**config.mk**
```make
export PLATFORM = sky130hd
export DESIGN_NAME = issue_queue_flat
export DESIGN_NICKNAME = d
export VERILOG_FILES = /design/src/rtl/issue_queue_pkg.sv /design/src/rtl/issue_queue_if.sv /design/src/rtl/issue_queue_ram.sv /design/src/rtl/issue_queue.sv /design/src/flat_wrapper.sv
export SDC_FILE = /design/constraint.sdc
export NUM_CORES = 2
export LEC_CHECK = 0
export ABC_CLOCK_PERIOD_IN_PS = 20400
export CORE_MARGIN = 10
export CORE_UTILIZATION = 55
export CTS_CLUSTER_SIZE = 28
export DETAILED_ROUTE_END_ITERATION = 6
export PLACE_DENSITY = 0.74
export SYNTH_ARGS = -nofsm -noshare
export SYNTH_HDL_FRONTEND = slang
export SYNTH_HIERARCHICAL = 1
export SYNTH_SLANG_ARGS = --single-unit
export TNS_END_PERCENT = 10
```
**constraint.sdc**
```tcl
create_clock -name clk -period 20.4 [get_ports clk]
set_clock_uncertainty 0.15 [all_clocks]
set_input_delay 6.12 -clock clk [delete_from_list [all_inputs] [get_ports clk]]
set_output_delay 6.12 -clock clk [all_outputs]
set_load 0.005 [all_outputs]
```
**src/rtl/issue_queue_pkg.sv**
```systemverilog
// Shared constants and types for the fetch-to-decode issue queue.
// Supplies the queue geometry, the decode issue-mode encodings, the zero
// word used on empty read slots, and the packed {addr, inst} entry layout
// held in the storage array.
package issue_queue_pkg;

    localparam int IQ_DEPTH = 16;
    localparam int IQ_PTR_W = 4;

    localparam logic DUAL_ISSUE   = 1'b1;
    localparam logic SINGLE_ISSUE = 1'b0;

    localparam logic [31:0] ZERO_WORD = 32'h0000_0000;

    typedef struct packed {
        logic [31:0] addr;
        logic [31:0] inst;
    } iq_entry_t;

endpackage

```
**src/rtl/issue_queue_if.sv**
```systemverilog
// Fetch/decode-side bundle of the issue queue.
// Ports (seen from the queue, modport slave):
//   flush_i                       discard all entries
//   push_valid1_i / push_valid2_i fetch slot valids (slot 2 needs slot 1)
//   push_inst1_i / push_inst2_i   instruction words, slot 1 is older
//   push_addr1_i / push_addr2_i   PCs of the fetch slots
//   full_o                        fewer than two free entries
//   issue_mode_i                  decode decision, dual=1 single=0
//   issued_i                      decode consumed the presented entries
//   issue_en_o                    enough entries for the requested mode
//   inst1_o / inst1_addr_o        oldest entry
//   inst2_o / inst2_addr_o        second-oldest entry
//   count_o                       occupancy, 0..DEPTH
//   overflow_o                    sticky push-while-full error
// The master modport is the mirror image, used by whoever drives the queue.
interface issue_queue_if
    import issue_queue_pkg::*;
    #(parameter int PTR_W = IQ_PTR_W)
    ();

    logic             flush_i;
    logic             push_valid1_i;
    logic             push_valid2_i;
    logic [31:0]      push_inst1_i;
    logic [31:0]      push_inst2_i;
    logic [31:0]      push_addr1_i;
    logic [31:0]      push_addr2_i;
    logic             full_o;
    logic             issue_mode_i;
    logic             issued_i;
    logic             issue_en_o;
    logic [31:0]      inst1_o;
    logic [31:0]      inst2_o;
    logic [31:0]      inst1_addr_o;
    logic [31:0]      inst2_addr_o;
    logic [PTR_W:0]   count_o;
    logic             overflow_o;

    modport slave (
        input  flush_i, push_valid1_i, push_valid2_i,
        input  push_inst1_i, push_inst2_i, push_addr1_i, push_addr2_i,
        input  issue_mode_i, issued_i,
        output full_o, issue_en_o,
        output inst1_o, inst2_o, inst1_addr_o, inst2_addr_o,
        output count_o, overflow_o
    );

    modport master (
        output flush_i, push_valid1_i, push_valid2_i,
        output push_inst1_i, push_inst2_i, push_addr1_i, push_addr2_i,
        output issue_mode_i, issued_i,
        input  full_o, issue_en_o,
        input  inst1_o, inst2_o, inst1_addr_o, inst2_addr_o,
        input  count_o, overflow_o
    );

endinterface

```
**src/rtl/issue_queue_ram.sv**
```systemverilog
// DEPTH x 64-bit {addr, inst} storage for the issue queue.
// Ports:
//   clk              write clock
//   we1/waddr1/wdata1 write port 1 (fetch slot 1)
//   we2/waddr2/wdata2 write port 2 (fetch slot 2)
//   raddr1/rdata1    asynchronous read port 1 (oldest entry)
//   raddr2/rdata2    asynchronous read port 2 (second-oldest entry)
// No reset: validity of each slot is tracked by the queue's occupancy.
module issue_queue_ram
    import issue_queue_pkg::*;
    #(
        parameter int DEPTH = IQ_DEPTH,
        parameter int PTR_W = IQ_PTR_W
    )
    (
        input  logic             clk,
        input  logic             we1,
        input  logic [PTR_W-1:0] waddr1,
        input  iq_entry_t        wdata1,
        input  logic             we2,
        input  logic [PTR_W-1:0] waddr2,
        input  iq_entry_t        wdata2,
        input  logic [PTR_W-1:0] raddr1,
        output iq_entry_t        rdata1,
        input  logic [PTR_W-1:0] raddr2,
        output iq_entry_t        rdata2
    );

    iq_entry_t mem [DEPTH];

    // The two write addresses are always consecutive slots, so they never collide.
    always_ff @(posedge clk) begin
        if (we1) mem[waddr1] <= wdata1;
        if (we2) mem[waddr2] <= wdata2;
    end

    assign rdata1 = mem[raddr1];
    assign rdata2 = mem[raddr2];

endmodule

```
**src/rtl/issue_queue.sv**
```systemverilog
// Circular instruction queue between ICache fetch and dual-issue decode.
// Ports:
//   clk  system clock, rising edge
//   rst  asynchronous active-high reset
//   iq   fetch/decode bundle (issue_queue_if.slave), see the interface file
// Accepts up to two instructions per cycle, presents the two oldest, and
// retires one or two when decode issues. Flush clears everything.
module issue_queue
    import issue_queue_pkg::*;
    #(
        parameter int DEPTH = IQ_DEPTH,
        parameter int PTR_W = IQ_PTR_W
    )
    (
        input  logic          clk,
        input  logic          rst,
        issue_queue_if.slave  iq
    );

    localparam logic [PTR_W:0] FULL_LIMIT = (PTR_W+1)'(DEPTH - 2);
    localparam logic [PTR_W:0] CNT_ONE    = (PTR_W+1)'(1);
    localparam logic [PTR_W:0] CNT_TWO    = (PTR_W+1)'(2);

    logic [PTR_W-1:0] head;
    logic [PTR_W-1:0] tail;
    logic [PTR_W:0]   count;
    logic             overflow;

    logic             full;
    logic             issue_en;
    logic [1:0]       npush;
    logic [1:0]       npop;
    iq_entry_t        rd1;
    iq_entry_t        rd2;

    // Pushes are refused outright when full, so the sticky flag is the only trace of them.
    always_comb begin
        full     = (count > FULL_LIMIT);
        issue_en = (count >= CNT_TWO) ||
                   ((count == CNT_ONE) && (iq.issue_mode_i == SINGLE_ISSUE));

        npush = 2'd0;
        if (!full && iq.push_valid1_i)
            npush = iq.push_valid2_i ? 2'd2 : 2'd1;

        npop = 2'd0;
        if (iq.issued_i && issue_en)
            npop = (iq.issue_mode_i == DUAL_ISSUE) ? 2'd2 : 2'd1;
    end

    issue_queue_ram #(
        .DEPTH (DEPTH),
        .PTR_W (PTR_W)
    ) u_ram (
        .clk    (clk),
        .we1    ((npush != 2'd0) && !iq.flush_i),
        .waddr1 (tail),
        .wdata1 ('{addr: iq.push_addr1_i, inst: iq.push_inst1_i}),
        .we2    ((npush == 2'd2) && !iq.flush_i),
        .waddr2 (tail + PTR_W'(1)),
        .wdata2 ('{addr: iq.push_addr2_i, inst: iq.push_inst2_i}),
        .raddr1 (head),
        .rdata1 (rd1),
        .raddr2 (head + PTR_W'(1)),
        .rdata2 (rd2)
    );

    // Flush outranks any same-cycle push or pop; pointers wrap naturally modulo DEPTH.
    always_ff @(posedge clk or posedge rst) begin
        if (rst) begin
            head     <= '0;
            tail     <= '0;
            count    <= '0;
            overflow <= 1'b0;
        end else if (iq.flush_i) begin
            head     <= '0;
            tail     <= '0;
            count    <= '0;
            overflow <= 1'b0;
        end else begin
            head  <= head + PTR_W'(npop);
            tail  <= tail + PTR_W'(npush);
            count <= count + (PTR_W+1)'(npush) - (PTR_W+1)'(npop);
            if (iq.push_valid1_i && full)
                overflow <= 1'b1;
        end
    end

    // Slots beyond the current occupancy hold stale data and are masked to zero.
    always_comb begin
        iq.inst1_o      = (count >= CNT_ONE) ? rd1.inst : ZERO_WORD;
        iq.inst1_addr_o = (count >= CNT_ONE) ? rd1.addr : ZERO_WORD;
        iq.inst2_o      = (count >= CNT_TWO) ? rd2.inst : ZERO_WORD;
        iq.inst2_addr_o = (count >= CNT_TWO) ? rd2.addr : ZERO_WORD;
    end

    assign iq.full_o     = full;
    assign iq.issue_en_o = issue_en;
    assign iq.count_o    = count;
    assign iq.overflow_o = overflow;

endmodule
```
**src/flat_wrapper.sv**
```systemverilog
// flat-port wrapper written by rule: the top's interface ports become plain ports
module issue_queue_flat import issue_queue_pkg::*;
#(
        parameter int DEPTH = IQ_DEPTH,
        parameter int PTR_W = IQ_PTR_W
    )
  (clk, rst, iq_flush_i, iq_push_valid1_i, iq_push_valid2_i, iq_push_inst1_i, iq_push_inst2_i, iq_push_addr1_i, iq_push_addr2_i, iq_issue_mode_i, iq_issued_i, iq_full_o, iq_issue_en_o, iq_inst1_o, iq_inst2_o, iq_inst1_addr_o, iq_inst2_addr_o, iq_count_o, iq_overflow_o);
  issue_queue_if #(.PTR_W(PTR_W)) iq_i ();
  input  logic clk;
  input  logic rst;
  input wire logic [$bits(iq_i.flush_i)-1:0] iq_flush_i;
  input wire logic [$bits(iq_i.push_valid1_i)-1:0] iq_push_valid1_i;
  input wire logic [$bits(iq_i.push_valid2_i)-1:0] iq_push_valid2_i;
  input wire logic [$bits(iq_i.push_inst1_i)-1:0] iq_push_inst1_i;
  input wire logic [$bits(iq_i.push_inst2_i)-1:0] iq_push_inst2_i;
  input wire logic [$bits(iq_i.push_addr1_i)-1:0] iq_push_addr1_i;
  input wire logic [$bits(iq_i.push_addr2_i)-1:0] iq_push_addr2_i;
  input wire logic [$bits(iq_i.issue_mode_i)-1:0] iq_issue_mode_i;
  input wire logic [$bits(iq_i.issued_i)-1:0] iq_issued_i;
  output wire logic [$bits(iq_i.full_o)-1:0] iq_full_o;
  output wire logic [$bits(iq_i.issue_en_o)-1:0] iq_issue_en_o;
  output wire logic [$bits(iq_i.inst1_o)-1:0] iq_inst1_o;
  output wire logic [$bits(iq_i.inst2_o)-1:0] iq_inst2_o;
  output wire logic [$bits(iq_i.inst1_addr_o)-1:0] iq_inst1_addr_o;
  output wire logic [$bits(iq_i.inst2_addr_o)-1:0] iq_inst2_addr_o;
  output wire logic [$bits(iq_i.count_o)-1:0] iq_count_o;
  output wire logic [$bits(iq_i.overflow_o)-1:0] iq_overflow_o;
  assign iq_i.flush_i = iq_flush_i;
  assign iq_i.push_valid1_i = iq_push_valid1_i;
  assign iq_i.push_valid2_i = iq_push_valid2_i;
  assign iq_i.push_inst1_i = iq_push_inst1_i;
  assign iq_i.push_inst2_i = iq_push_inst2_i;
  assign iq_i.push_addr1_i = iq_push_addr1_i;
  assign iq_i.push_addr2_i = iq_push_addr2_i;
  assign iq_i.issue_mode_i = iq_issue_mode_i;
  assign iq_i.issued_i = iq_issued_i;
  assign iq_full_o = iq_i.full_o;
  assign iq_issue_en_o = iq_i.issue_en_o;
  assign iq_inst1_o = iq_i.inst1_o;
  assign iq_inst2_o = iq_i.inst2_o;
  assign iq_inst1_addr_o = iq_i.inst1_addr_o;
  assign iq_inst2_addr_o = iq_i.inst2_addr_o;
  assign iq_count_o = iq_i.count_o;
  assign iq_overflow_o = iq_i.overflow_o;
  issue_queue #(.DEPTH(DEPTH), .PTR_W(PTR_W)) u_core (.clk(clk), .rst(rst), .iq(iq_i));
endmodule
```
==> flow_summary_export.csv <==
group,metric,value,unit
outcome,status,"complete, no violations",
yosys,synthMostInstantiatedCell,"edfxtp_1",
critical_path,crit_chain,"clkdlybuf4s50_1 > o21ai_0 > clkdlybuf4s50_1",
drt,routedWlPerCell,35.7,um
yosys,yosysUniqueCellTypes,44,
clocking,clock_path_buffers,3,
floorplanning,core-area,109000,um^2
hold_path,hold_end,"u_core/iq.overflow_o",
hold_path,hold_path.class,"flip-flop to flip-flop",
critical_path,r2r-start,"u_core/iq.count_o[4]",
drt,dr.pass1.iters,5,
drt,drt_iter0_drc,4208,
global_route,grt_pass1_wl,269000,um
floorplanning,dieArea,123000,um^2
final_layout,multiInputGateArea,27600,um^2
final_layout,stdcell_area,67400,um^2
drt,num_vias,37056,
critical_path,start_kind,"input port",
placement,place_area,63900,um^2
critical_path,critPathMaxStageDelay,0.53,ns
power,ir_drop,0.0813,mV
yosys,synth_warnings,6,
drt,drt-total-wl,186000,um
hold_path,min_path_cells,2,
sta,tightest_slew,1.45,ns
yosys,synth_flop_cell,"edfxtp_1",
yosys,syn-cell-area,60200,um^2
sta,finalMaxSlewViolations,0,
global_route,use_met3,5.08,%
final_layout,drive_above_1_share,44.8,%
global_route,antenna_found_initial,24,
clocking,clkSinkCount,1038,
yosys,yosysTopAreaCell,"edfxtp_1",
yosys,yosysSeqAreaShare,51.6,%
global_route,use_met2,50.3,%
drt,ant_nets,0,
yosys,synth_edf_count,1024,
yosys,synthArstFlopShare,1.35,%
power,leakagePower,21.3,nW
critical_path,cp_top_family,"buffers and inverters",
critical_path,crit_type,"input port to output port",
floorplanning,start_util,55.3,%
final_layout,seqCellArea,31100,um^2
sta,min_period,13.53,ns
floorplanning,pin_count,271,
global_route,grt_overflow_total,0,
clocking,postCtsSetupBuffers,0,
power,power.density,98.8,nW/um^2
critical_path,crit_fanout,3,
clocking,holdBufCountCts,0,
clocking,clk_pin_slew_worst_paths,0.06,ns
critical_path,crit_path_end_kind,"output port",
clocking,cts_root_buffer,"clkbuf_16",
clocking,cts_inserted_buffers,113,
critical_path,r2r_cells,9,
floorplanning,die_h,351,um
yosys,avgSynthCellArea,16.5,um^2
clocking,cts_tree,"built",
yosys,syn_nets,3802,
drt,avgViaCountPerCell,7.11,
global_route,grt_pass1_vias,38843,
critical_path,reg2reg_slack,14.95,ns
final_layout,n_fill_cell,7889,
final_layout,area_growth,12.0,%
global_route,gr-usage-all-layers,30.0,%
placement,gp_congestion,0.788,
floorplanning,die_w,351,um
global_route,grt_max_degree,149,
critical_path,cpMaxStageDelayCell,"clkdlybuf4s50_1",
placement,dp_hpwl,97700,um
clocking,cts-resized-gates,0,
critical_path,r2r-end,"u_core/u_ram/mem[3][49]",
sta,final.period_utilization,66.3,%
yosys,synth_top_cell_area_share,51.1,%
sta,relSlewSlack,2.78,%
floorplanning,std_cell_rows,121,
yosys,netlist_top_cells_count,"edfxtp_1, mux2_2, mux4_2",
sta,rsz0062_at_grt,"false",
sta,finalSetupTns,0,ns
drt,drcViolationCount,0,
final_layout,nets,3847,
critical_path,cp_common_cell,"clkdlybuf4s50_1",
hold_path,holdCritStartpoint,"u_core/iq.overflow_o",
yosys,yosys-top-cells-area,"edfxtp_1, mux4_2, mux2_2",
clocking,h-tree-depth,3,
sta,final_hold_viol_count,0,
placement,port_buffers,270,
sta,finalSetupViolCount,0,
critical_path,cp.required,14.13,ns
yosys,synth-seq-cells,1038,
critical_path,crit_arrival,7.26,ns
global_route,grt_busiest_layer,"met2",
sta,fmax,0.0739,GHz
critical_path,critPathBufInv,2,
yosys,syn_inst,3648,
clocking,clk_latency,0.71,ns
global_route,grt_use_met1,38.5,%
run,cap_violations,0,
==> where the power goes <==
part | switching (mW) | internal, mW
Combinational | 1.09 | 1.13
Sequential | 0.0362 | 2.41
Clock | 0.860 | 1.13
Total | 1.98 | 4.68
==> cell type report <==
type,count,area share [%]
diodes,13,0.0482
inverters,14,0.0891
clock inverters,58,0.713
flip-flops and latches,1038,46.1
well taps,1414,2.62
clock buffers,151,4.53
multi-input cells,2180,41.0
repair buffers,346,4.91
==> metal layers <==
layer | up-vias | wire, um
met5 | - | 112
met4 | 18 | 8710
met3 | 470 | 17600
met2 | 2090 | 91400
met1 | 19414 | 68000
li1 | 15064 | -
==> through the flow <==
step / util, % / setup WS (ns) / std cells / hold WS, ns / power (mW)
global placement: 58.7 / 6.81 / 4992 / 0.402 / 4.69
global route: 61.9 / 6.81 / 5212 / 0.482 / 6.90
finish: 61.9 / 6.87 / 5214 / 0.439 / 6.66
floorplan: - / 7.82 / 3648 / 0.402 / 3.84
CTS: 61.9 / 6.86 / 5201 / 0.439 / 6.69
detailed placement: 58.7 / 6.86 / 4992 / 0.425 / 4.71
==> worst reg2reg max path: stages, from the launching register on <==
cell and delay [ns]:
dfrtp_1 0.40, inv_1 0.09, ha_1 0.18, and3_1 0.19, a21oi_1 0.32, and4b_1 0.38, nor3b_2 0.57, nor2b_4 1.05
o21bai_4 0.69, buf_4 0.95
==> layout by cell type (no fill, tap or decap), types with 7 or more instances in the layout <==
cell / n
nor2b_1: 71
dfrtp_1: 12
mux4_2: 512
edfxtp_1: 1024
bufinv_16: 7
nor2_4: 12
mux2_2: 906
clkinv_1: 27
nand2b_1: 7
o22ai_4: 9
clkbuf_1: 32
clkbuf_16: 115
clkdlybuf4s50_1: 270
nor2_1: 7
a21oi_1: 9
ha_1: 14
inv_1: 13
a22oi_1: 256
and2_1: 64
diode_2: 13
mux2_1: 119
buf_4: 73
clkinv_2: 17
nand2_1: 130
==> cells by family after synthesis <==
family,share of synthesized area [%]
AND/OR/NAND/NOR,2.91
multiplexers,38.3
adder cells (fa/ha/maj),0.445
AO/OA/AOI/OAI,3.49
buffers and inverters,3.09
XOR/XNOR,0.102
flip-flops,51.6
==> how the worst max path moves through the flow <==
| stage | slack [ns] | cells after the start | startpoint | to |
|---|---|---|---|---|
| 2_1_floorplan | 7.82 | 5 | iq_flush_i | u_core/u_ram/mem[2][0] |
| 3_3_place_gp | 6.81 | 3 | iq_issue_mode_i | iq_issue_en_o |
| 3_5_place_dp | 6.86 | 3 | iq_issue_mode_i | iq_issue_en_o |
| 4_1_cts | 6.86 | 3 | iq_issue_mode_i | iq_issue_en_o |
| 5_1_grt | 6.81 | 3 | iq_issue_mode_i | iq_issue_en_o |
| 6_report | 6.87 | 3 | iq_issue_mode_i | iq_issue_en_o |
==> state kept, by name (all words and copies together) (netlist names) <==
register,flops
u_core/head,4
u_core/iq.count_o,5
u_core/iq.overflow_o,1
u_core/tail,4
u_core/u_ram/mem,1024
Note: power is estimated with default switching activity, not from simulation.
